[src/rtl/serial_add_sub_if.sv]
// Start/busy/done handshake and operand/result bundle for the serial add/subtract unit.
interface serial_add_sub_if #(
  parameter int unsigned WIDTH = 8
);
  logic             start;
  logic             mode;
  logic [WIDTH-1:0] a;
  logic [WIDTH-1:0] b;
  logic             cin;
  logic             busy;
  logic             done;
  logic [WIDTH-1:0] sum;
  logic             cout;
  logic             ovf;

  modport master (
    output start, mode, a, b, cin,
    input  busy, done, sum, cout, ovf
  );

  modport slave (
    input  start, mode, a, b, cin,
    output busy, done, sum, cout, ovf
  );
endinterface

[src/rtl/serial_add_sub.sv]
// Multi-cycle add/subtract: WIDTH-bit operands processed CHUNK bits per clock,
// carry rippled through a register between chunks.
module serial_add_sub #(
  parameter int unsigned WIDTH = 8,
  parameter int unsigned CHUNK = 2
) (
  input logic             clk,
  input logic             rst,
  serial_add_sub_if.slave bus
);

  localparam int unsigned NCHUNK = WIDTH / CHUNK;
  localparam int unsigned KW     = (NCHUNK > 1) ? $clog2(NCHUNK) : 1;

  localparam logic [1:0] IDLE = 2'd0;
  localparam logic [1:0] RUN  = 2'd1;
  localparam logic [1:0] DONE = 2'd2;

  logic [1:0]       state_q, state_d;
  logic [WIDTH-1:0] a_q, a_d;
  logic [WIDTH-1:0] b_q, b_d;
  logic [WIDTH-1:0] part_q, part_d;
  logic             c_q, c_d;
  logic [KW-1:0]    k_q, k_d;
  logic             busy_q, busy_d;
  logic             done_q, done_d;
  logic [WIDTH-1:0] sum_q, sum_d;
  logic             cout_q, cout_d;
  logic             ovf_q, ovf_d;

  logic [CHUNK-1:0] a_chunk, b_chunk, s_chunk;
  logic             ripple, c_out, c_msb;
  logic             last;

  assign last = (k_q == KW'(NCHUNK - 1));

  // Bit-level ripple over the current chunk; c_msb is the carry into the chunk's top bit.
  always_comb begin
    a_chunk = a_q[int'(k_q) * CHUNK +: CHUNK];
    b_chunk = b_q[int'(k_q) * CHUNK +: CHUNK];
    s_chunk = '0;
    c_msb   = 1'b0;
    ripple  = c_q;
    for (int i = 0; i < int'(CHUNK); i++) begin
      if (i == int'(CHUNK) - 1) c_msb = ripple;
      s_chunk[i] = a_chunk[i] ^ b_chunk[i] ^ ripple;
      ripple     = (a_chunk[i] & b_chunk[i]) | (ripple & (a_chunk[i] ^ b_chunk[i]));
    end
    c_out = ripple;
  end

  // Next-state and next-output logic.
  always_comb begin
    state_d = state_q;
    a_d     = a_q;
    b_d     = b_q;
    c_d     = c_q;
    k_d     = k_q;
    part_d  = part_q;
    sum_d   = sum_q;
    cout_d  = cout_q;
    ovf_d   = ovf_q;

    case (state_q)
      RUN: begin
        part_d[int'(k_q) * CHUNK +: CHUNK] = s_chunk;
        c_d = c_out;
        k_d = k_q + KW'(1);
        if (last) begin
          state_d = DONE;
          k_d     = '0;
          sum_d   = part_d;
          cout_d  = c_out;
          ovf_d   = c_msb ^ c_out;
        end
      end
      default: state_d = IDLE;
    endcase

    // Subtraction is a + ~b + ~cin, so invert at the latch and reuse the adder.
    if (state_q != RUN && bus.start) begin
      state_d = RUN;
      a_d     = bus.a;
      b_d     = bus.mode ? ~bus.b : bus.b;
      c_d     = bus.mode ? ~bus.cin : bus.cin;
      k_d     = '0;
      part_d  = '0;
    end

    busy_d = (state_d == RUN);
    done_d = (state_d == DONE);
  end

  always_ff @(posedge clk) begin
    if (rst) begin
      state_q <= IDLE;
      a_q     <= '0;
      b_q     <= '0;
      c_q     <= 1'b0;
      k_q     <= '0;
      part_q  <= '0;
      busy_q  <= 1'b0;
      done_q  <= 1'b0;
      sum_q   <= '0;
      cout_q  <= 1'b0;
      ovf_q   <= 1'b0;
    end else begin
      state_q <= state_d;
      a_q     <= a_d;
      b_q     <= b_d;
      c_q     <= c_d;
      k_q     <= k_d;
      part_q  <= part_d;
      busy_q  <= busy_d;
      done_q  <= done_d;
      sum_q   <= sum_d;
      cout_q  <= cout_d;
      ovf_q   <= ovf_d;
    end
  end

  assign bus.busy = busy_q;
  assign bus.done = done_q;
  assign bus.sum  = sum_q;
  assign bus.cout = cout_q;
  assign bus.ovf  = ovf_q;

endmodule

[src/flat_wrapper.sv]
// flat-port wrapper written by rule: the top's interface ports become plain ports
module serial_add_sub_flat 
#(
  parameter int unsigned WIDTH = 8,
  parameter int unsigned CHUNK = 2
)
  (clk, rst, bus_start, bus_mode, bus_a, bus_b, bus_cin, bus_busy, bus_done, bus_sum, bus_cout, bus_ovf);
  serial_add_sub_if #(.WIDTH(WIDTH)) bus_i ();
  input logic clk;
  input logic rst;
  input wire logic [$bits(bus_i.start)-1:0] bus_start;
  input wire logic [$bits(bus_i.mode)-1:0] bus_mode;
  input wire logic [$bits(bus_i.a)-1:0] bus_a;
  input wire logic [$bits(bus_i.b)-1:0] bus_b;
  input wire logic [$bits(bus_i.cin)-1:0] bus_cin;
  output wire logic [$bits(bus_i.busy)-1:0] bus_busy;
  output wire logic [$bits(bus_i.done)-1:0] bus_done;
  output wire logic [$bits(bus_i.sum)-1:0] bus_sum;
  output wire logic [$bits(bus_i.cout)-1:0] bus_cout;
  output wire logic [$bits(bus_i.ovf)-1:0] bus_ovf;
  assign bus_i.start = bus_start;
  assign bus_i.mode = bus_mode;
  assign bus_i.a = bus_a;
  assign bus_i.b = bus_b;
  assign bus_i.cin = bus_cin;
  assign bus_busy = bus_i.busy;
  assign bus_done = bus_i.done;
  assign bus_sum = bus_i.sum;
  assign bus_cout = bus_i.cout;
  assign bus_ovf = bus_i.ovf;
  serial_add_sub #(.WIDTH(WIDTH), .CHUNK(CHUNK)) u_core (.clk(clk), .rst(rst), .bus(bus_i));
endmodule
[config.mk]
export PLATFORM = sky130hd
export DESIGN_NAME = serial_add_sub_flat
export DESIGN_NICKNAME = d
export VERILOG_FILES = /design/src/rtl/serial_add_sub_if.sv /design/src/rtl/serial_add_sub.sv /design/src/flat_wrapper.sv
export SDC_FILE = /design/constraint.sdc
export NUM_CORES = 1
export LEC_CHECK = 0
export BUFFER_PORTS_ARGS = -buffer_cell sky130_fd_sc_hd__clkbuf_2
export CAP_MARGIN = 20
export CORE_ASPECT_RATIO = 2
export CORE_MARGIN = 4
export CORE_UTILIZATION = 52
export CTS_BUF_LIST = sky130_fd_sc_hd__clkbuf_4
export CTS_CLUSTER_SIZE = 12
export DETAILED_ROUTE_END_ITERATION = 8
export PLACE_DENSITY_LB_ADDON = 0.12
export SYNTH_ARGS = -nofsm -noshare
export SYNTH_HDL_FRONTEND = slang
export SYNTH_SLANG_ARGS = --single-unit
[constraint.sdc]
create_clock -name clk -period 2.5 [get_ports clk]
set_clock_uncertainty 0.05 [all_clocks]
set_input_delay 0.25 -clock clk [delete_from_list [all_inputs] [get_ports clk]]
set_output_delay 0.25 -clock clk [all_outputs]
set_load 0.05 [all_outputs]
==> metrics, run 1 <==
status completed; Final GP Congestion 0.842; maximum clock rate 0.407 GHz; area grow syn2layout 14.0%; final hold vios 0; DIE AREA 0.00476 mm2; mux cell area share after synthesis 0.0525; CTS root buffer clkbuf_4; DRT Pass-1 Iters 4; # nets final 253; clock sink total 41; Vias 1,612; grt total ovfl 0; clk buf depth 2; MaxCap Viol Count 0; post-DR vias/cell 5.90; ANT nets after route 0; slew margin rel. 0.608; cell row count 30; starting density of the core 0.552; sequential share of the synthesized area 0.430; Worst setup SP type register; Static Leak 0.862 nW; top_reg_cell synth dfxtp_1; critical path required time 2.74 ns; max-slew violations 0; EDFF count, synth 0; Detailed Place HPWL 3.29 mm; post-synthesis cell type count 37; post-DR wirelength/cell 15.6 um; Clk Latency, worst-skew pair 0.35 ns; n_diodes 0; CTS hold repair buffers 0; first-iteration detailed-routing DRC count 37; vias in the first global route 1,624; worst slew pin tran 0.584 ns; Worst Hold Class in2reg; Post-Synthesis Cell Area 0.00191 mm2; DR DRC count 0; largest net degree at the start of global routing 21; pre-CTS WS -0.0364 ns; Arrival @ worst endpoint 2.70 ns; Critical Path Fanout Max 4; CTS tree built; Clk pin slew, worst setup/hold paths 0.12 ns; Crit Path Class reg2reg; maximum VDD drop 0.383 mV; Synth Area in XOR/XNOR 0.0459; largest family of logic cells by synthesized area compound AO/OA/AOI/OAI gates; synthesis-stage register bit count 41; IO Pins 33; Syn Area/Cell 9.88 um2; CTS Buf Count 5; minimum clock period 2.46 ns; Die Y 93.6 um; RSZ-0062 raised after global routing yes; H-tree Lvls 2; final clock period utilization by the worst path 0.983; Setup violations, final 0; synthesized-area fraction occupied by adder cells 0.0604; Buffers on Ports 32; pwr/cell area 557 mW/mm2; Post-Synthesis Net Count 222; gr usage total 0.199; core area 0.00345 mm2; Mapped Cells 193; Worst setup EP type register; share of layout cells above drive strength 1 0.262; synth warn 0; first-pass GRT wire length 7.13 mm; Die X 50.8 um; worst setup margin 0.0437 ns; Async S/R FF share, synth 0; Fillers 330; initial antenna violation count 0; Compound-Gate Fraction of Synth Area 0.209; Synth Area in Simple Gates 0.158; final WL 4.26 mm; post-layout util 0.629
-- sequential cells by signal, indices dropped and copies added, names as in the netlist --
signal / count
u_core.a_q: 8
u_core.b_q: 8
u_core.bus.busy: 1
u_core.bus.cout: 1
u_core.bus.done: 1
u_core.bus.ovf: 1
u_core.bus.sum: 8
u_core.c_q: 1
u_core.k_q: 2
u_core.part_q: 8
u_core.state_q: 2
-- synth_stat cells, drive strengths merged, types with 3 or more instances --
cell | count | area share
nand2 | 3 | 0.0059
nor3 | 6 | 0.016
xnor2 | 9 | 0.041
dfxtp | 41 | 0.43
clkbuf | 4 | 0.0079
a221o | 6 | 0.031
nand2b | 3 | 0.0098
a22oi | 6 | 0.024
and4bb | 3 | 0.020
inv | 5 | 0.0098
a21oi | 21 | 0.057
nand3 | 9 | 0.024
ha | 6 | 0.039
nand3b | 6 | 0.024
mux4 | 4 | 0.047
nor2 | 15 | 0.030
o21ai | 8 | 0.021
a211oi | 8 | 0.031
buf | 9 | 0.026
-- cells by family (layout without fill, tap and decap cells) --
logic type | Yosys count | in the layout
AO/OA/AOI/OAI | 59 | 59
AND/OR/NAND/NOR | 52 | 52
flip-flops | 41 | 41
buffers and inverters | 18 | 50
XOR/XNOR | 10 | 10
adder cells (fa/ha/maj) | 8 | 8
multiplexers | 5 | 5
-- per-layer routing --
metal | wire length [um] | share of wire | global-route usage
met1 | 1490 | 0.35 | 0.184
met2 | 2430 | 0.57 | 0.377
met3 | 157 | 0.037 | 0.0399
met4 | 179 | 0.042 | 0.124
met5 | 0 | 0 | 0
-- through the flow --
step / setup TNS, ns / hold WS (ns) / total power [mW] / cells / area (um2)
after floorplan: -0.0896 / 0.348 / 0.844 / 193 / 1920
after global placement: 0 / 0.397 / 0.887 / 264 / 2100
after detailed placement: -0.109 / 0.406 / 0.896 / 264 / 2100
after CTS: 0 / 0.0684 / 1.22 / 272 / 2160
after global routing: -0.0667 / 0.0546 / 1.28 / 273 / 2170
final: 0 / 0.0822 / 1.21 / 273 / 2170
-- critical path: stages (launching register included) --
cell and delay, ns:
dfxtp_4 0.39, mux4_2 0.52, fa_2 0.39, fa_2 0.57
and4bb_2 0.29, a22oi_1 0.10, nor2_1 0.10
-- area by class of cell --
type	count	area [um2]	area share
multi-input cells	134	1020	0.468
flip-flops and latches	41	825	0.379
repair buffers	37	198	0.0910
well taps	48	60.1	0.0276
clock buffers	6	45.0	0.0207
inverters	5	18.8	0.00864
clock inverters	2	10.0	0.00461
-- placed cells by master (no fill, tap or decap), drive strengths merged, types with 6 or more instances in the layout --
master / n
ha: 6
nand3: 9
a211oi: 8
nor2: 15
dfxtp: 41
o21ai: 8
nand3b: 6
clkbuf: 38
xnor2: 9
a22oi: 6
a21oi: 21
a221o: 6
nor3: 6
-- final timing paths --
kind,slack [ns],startpoint,endpoint,cells after the start
worst min-delay path,0.08,bus_a[1],u_core.a_q[1],3
worst min register to register,0.43,u_core.bus.sum[0],u_core.bus.sum[0],1
worst max-delay path,0.04,u_core.k_q[0],u_core.part_q[7],6
worst max register to register,0.04,u_core.k_q[0],u_core.part_q[7],6
-- what timing repair did --
item	in CTS	in global routing
gates resized for setup	1	2
pin swaps	1	0
setup buffers	0	1
setup endpoints to repair	5	6
-- report_power, final --
part           total (mW)  internal (mW)  switching (mW)
Combinational       0.189         0.0841           0.105
Sequential          0.695          0.678          0.0172
Clock               0.327          0.118           0.209
Note: power is estimated with default switching activity, not from simulation.
==> inputs of run 2 (changes only) <==
--- a/config.mk
+++ b/config.mk
@@ -9,11 +9,12 @@
 export CAP_MARGIN = 20
 export CORE_ASPECT_RATIO = 2
 export CORE_MARGIN = 4
-export CORE_UTILIZATION = 52
+export CORE_UTILIZATION = 40
 export CTS_BUF_LIST = sky130_fd_sc_hd__clkbuf_4
 export CTS_CLUSTER_SIZE = 12
 export DETAILED_ROUTE_END_ITERATION = 8
 export PLACE_DENSITY_LB_ADDON = 0.12
+export SKIP_LAST_GASP = 1
 export SYNTH_ARGS = -nofsm -noshare
 export SYNTH_HDL_FRONTEND = slang
 export SYNTH_SLANG_ARGS = --single-unit
==> run 2 against run 1 <==
Against the previous run: the flow now finishes with violations (setup timing); sequential share of layout area shrank 1.1 points; die area increased by 26%; worst setup slack lost 0.051 ns; non-clock buffer count unchanged; clock power increased by 63%; final area increased by 2.9%; core utilization is 14 points lower; sequential power barely moved; critical endpoint is now u_core.part_q[3]; count of clock-buffer cells in the layout decreased by 1; via count decreased by 3.1%; critical path type unchanged; worst hold slack worse by 0.0084 ns.
==> metrics, run 2 (synthesized netlist as in run 1, its figures left out) <==
n_diodes 0 (unchanged); post-DR wirelength/cell 16.1 um (+3.2%); Die Y 106 um (+13%); core area 0.00460 mm2 (+33%); hold wc startpoint bus_a[5]; final WL 4.50 mm (+5.8%); CP cell instances mux4_2 > fa_2 > fa_1 > and4bb_2 > a22oi_1 > nor2_1; cell row count 35 (+17%); pwr/cell area 635 mW/mm2 (+14%); Final GP Congestion 0.818 (-2.8%); clock sink total 41 (unchanged); DIE AREA 0.00600 mm2 (+26%); origin of the critical flop-to-flop path u_core.k_q[0]; Buffers on Ports 32 (unchanged); DR DRC count 0 (unchanged); critical path's slowest cell mux4_2; switching portion of total power 0.244 (-0.0294); first-iteration detailed-routing DRC count 37 (unchanged); largest net degree at the start of global routing 21 (unchanged); critical path required time 2.70 ns (-0.04 ns); Arrival @ worst endpoint 2.71 ns (about the same); commonest non-fill, non-tap cells in the layout dfxtp_1, clkbuf_2, a21oi_1; crit-path max cell delay 0.53 ns (-0.04 ns); area grow syn2layout 17.3%; R2R Setup Slk -0.007 ns (-0.05 ns); final hold vios 0 (unchanged); Hold Crit Depth 3 (unchanged); first-pass GRT wire length 7.69 mm (+7.8%); # nets final 253 (unchanged); IO Pins 33 (unchanged); Design Power 1.42 mW (+17%); final clock period utilization by the worst path 1.00 (+0.0203); failing checks setup timing; H-tree Lvls 2 (unchanged); Logic pwr share 0.135 (-0.021); DRT Pass-1 Iters 6 (+2); gr usage total 0.162 (-0.0364); worst setup margin -0.00702 ns (-0.0507 ns); MaxCap Viol Count 0 (unchanged); Crit Path Class reg2reg; minimum clock period 2.51 ns (+0.0507 ns); CTS root buffer clkbuf_4; Die X 56.8 um (+12%); vias in the first global route 1,666 (+2.6%); Static Leak 0.884 nW (+2.6%); CTS hold repair buffers 0 (unchanged); most common cell after layout, fill and taps aside dfxtp_1; slew margin rel. 0.602 (-0.00650); Hold Path End u_core.a_q[5]; max-slew violations 0 (unchanged); Fillers 453 (+37%); ANT nets after route 0 (unchanged); starting density of the core 0.415 (-0.137); maximum VDD drop 0.514 mV (+34%); Clk pin slew, worst setup/hold paths 0.13 ns (about the same); share of layout cells above drive strength 1 0.267 (+0.00444); Vias 1,562 (-3.1%); status finished, violations left; Pint 1.07 mW (+22%); worst slew pin tran 0.597 ns (+0.0131 ns); post-DR vias/cell 5.58 (-5.5%); Clk Latency, worst-skew pair 0.35 ns (about the same); Reg power frac 0.490 (-0.084); Worst setup SP type register; FF/Latch Area 825 um2 (unchanged); Critical Path Fanout Max 4 (unchanged); Worst Hold Class in2reg; Setup violations, final 1 (+1); grt total ovfl 0 (unchanged); power share of the clock group 0.375 (+0.105); CTS tree built; RSZ-0062 raised after global routing yes; CTS Buf Count 5 (unchanged); footprint of the multi-input gates 0.00102 mm2 (+0.74%); RR Endpoint u_core.part_q[3]; initial antenna violation count 0 (unchanged); clk buf depth 2 (unchanged); r2r worst-path depth 6 (unchanged); Worst setup EP type register; pre-CTS WS -0.0406 ns (-0.00416 ns); setup TNS -0.00702 ns (-0.00702 ns); Detailed Place HPWL 3.43 mm (+4.2%); maximum clock rate 0.399 GHz (-2.0%); Psw 346 uW (+4.6%)
[run 2: power by group through the flow]
stage | Clock (mW) | Sequential (mW) | Combinational [mW]
global route | 0.568 | 0.699 | 0.211
global placement | 0 | 0.710 | 0.181
finish | 0.533 | 0.696 | 0.191
detailed placement | 0 | 0.711 | 0.187
floorplan | 0 | 0.709 | 0.135
CTS | 0.540 | 0.696 | 0.192
[run 2: how the worst max path moves through the flow]
stage / slack, ns / cells past startpoint / from / endpoint
2_1_floorplan: -0.03 / 7 / u_core.k_q[0] / u_core.part_q[3]
3_3_place_gp: 0.04 / 6 / u_core.k_q[0] / u_core.part_q[5]
3_5_place_dp: -0.04 / 6 / u_core.k_q[0] / u_core.part_q[3]
4_1_cts: 0.004 / 6 / u_core.k_q[0] / u_core.part_q[3]
5_1_grt: -0.03 / 6 / u_core.k_q[0] / u_core.part_q[7]
6_report: -0.007 / 6 / u_core.k_q[0] / u_core.part_q[3]
[run 2: critical path, delay by kind of cell, from the launching register on]
kind / cells / cell delay (ns)
adders and majority gates: 2 / 0.87
and+or+nand+nor: 2 / 0.35
AOI/OAI and AO/OA: 1 / 0.19
DFF: 1 / 0.40
muxes: 1 / 0.53
[run 2: what timing repair did]
item | 4_1_cts | 5_1_grt
pin swaps | 1 | 0
resized for setup | 0 | 4
setup buffers | 1 | 0
endpoints found under the setup margin | 6 | 5
[run 2: metrics by stage]
step | instances | area (um2) | hold slack [ns] | util
2_1_floorplan | 193 | 1920 | 0.348 | -
5_1_grt | 280 | 2240 | 0.0549 | 0.487
6_report | 280 | 2240 | 0.0738 | 0.487
3_3_place_gp | 271 | 2110 | 0.399 | 0.458
4_1_cts | 280 | 2220 | 0.0602 | 0.482
3_5_place_dp | 271 | 2110 | 0.397 | 0.458
[run 2: area by class of cell]
class                      instances  share of cell area
sequential                        41               0.369
clock inverter                     3              0.0291
clock buffer                       5              0.0168
multi-input combinational        134               0.458
inverter                           5             0.00839
timing repair buffer              37              0.0884
tap                               55              0.0308
[run 2: per-layer routing]
metal	track usage	up-vias	share of wire	wire length (um)
met3	0.0270	10	0.042	191
met5	0	-	0	0
li1	-	772	-	-
met4	0.0779	0	0.029	131
met2	0.311	44	0.58	2600
met1	0.161	736	0.35	1580
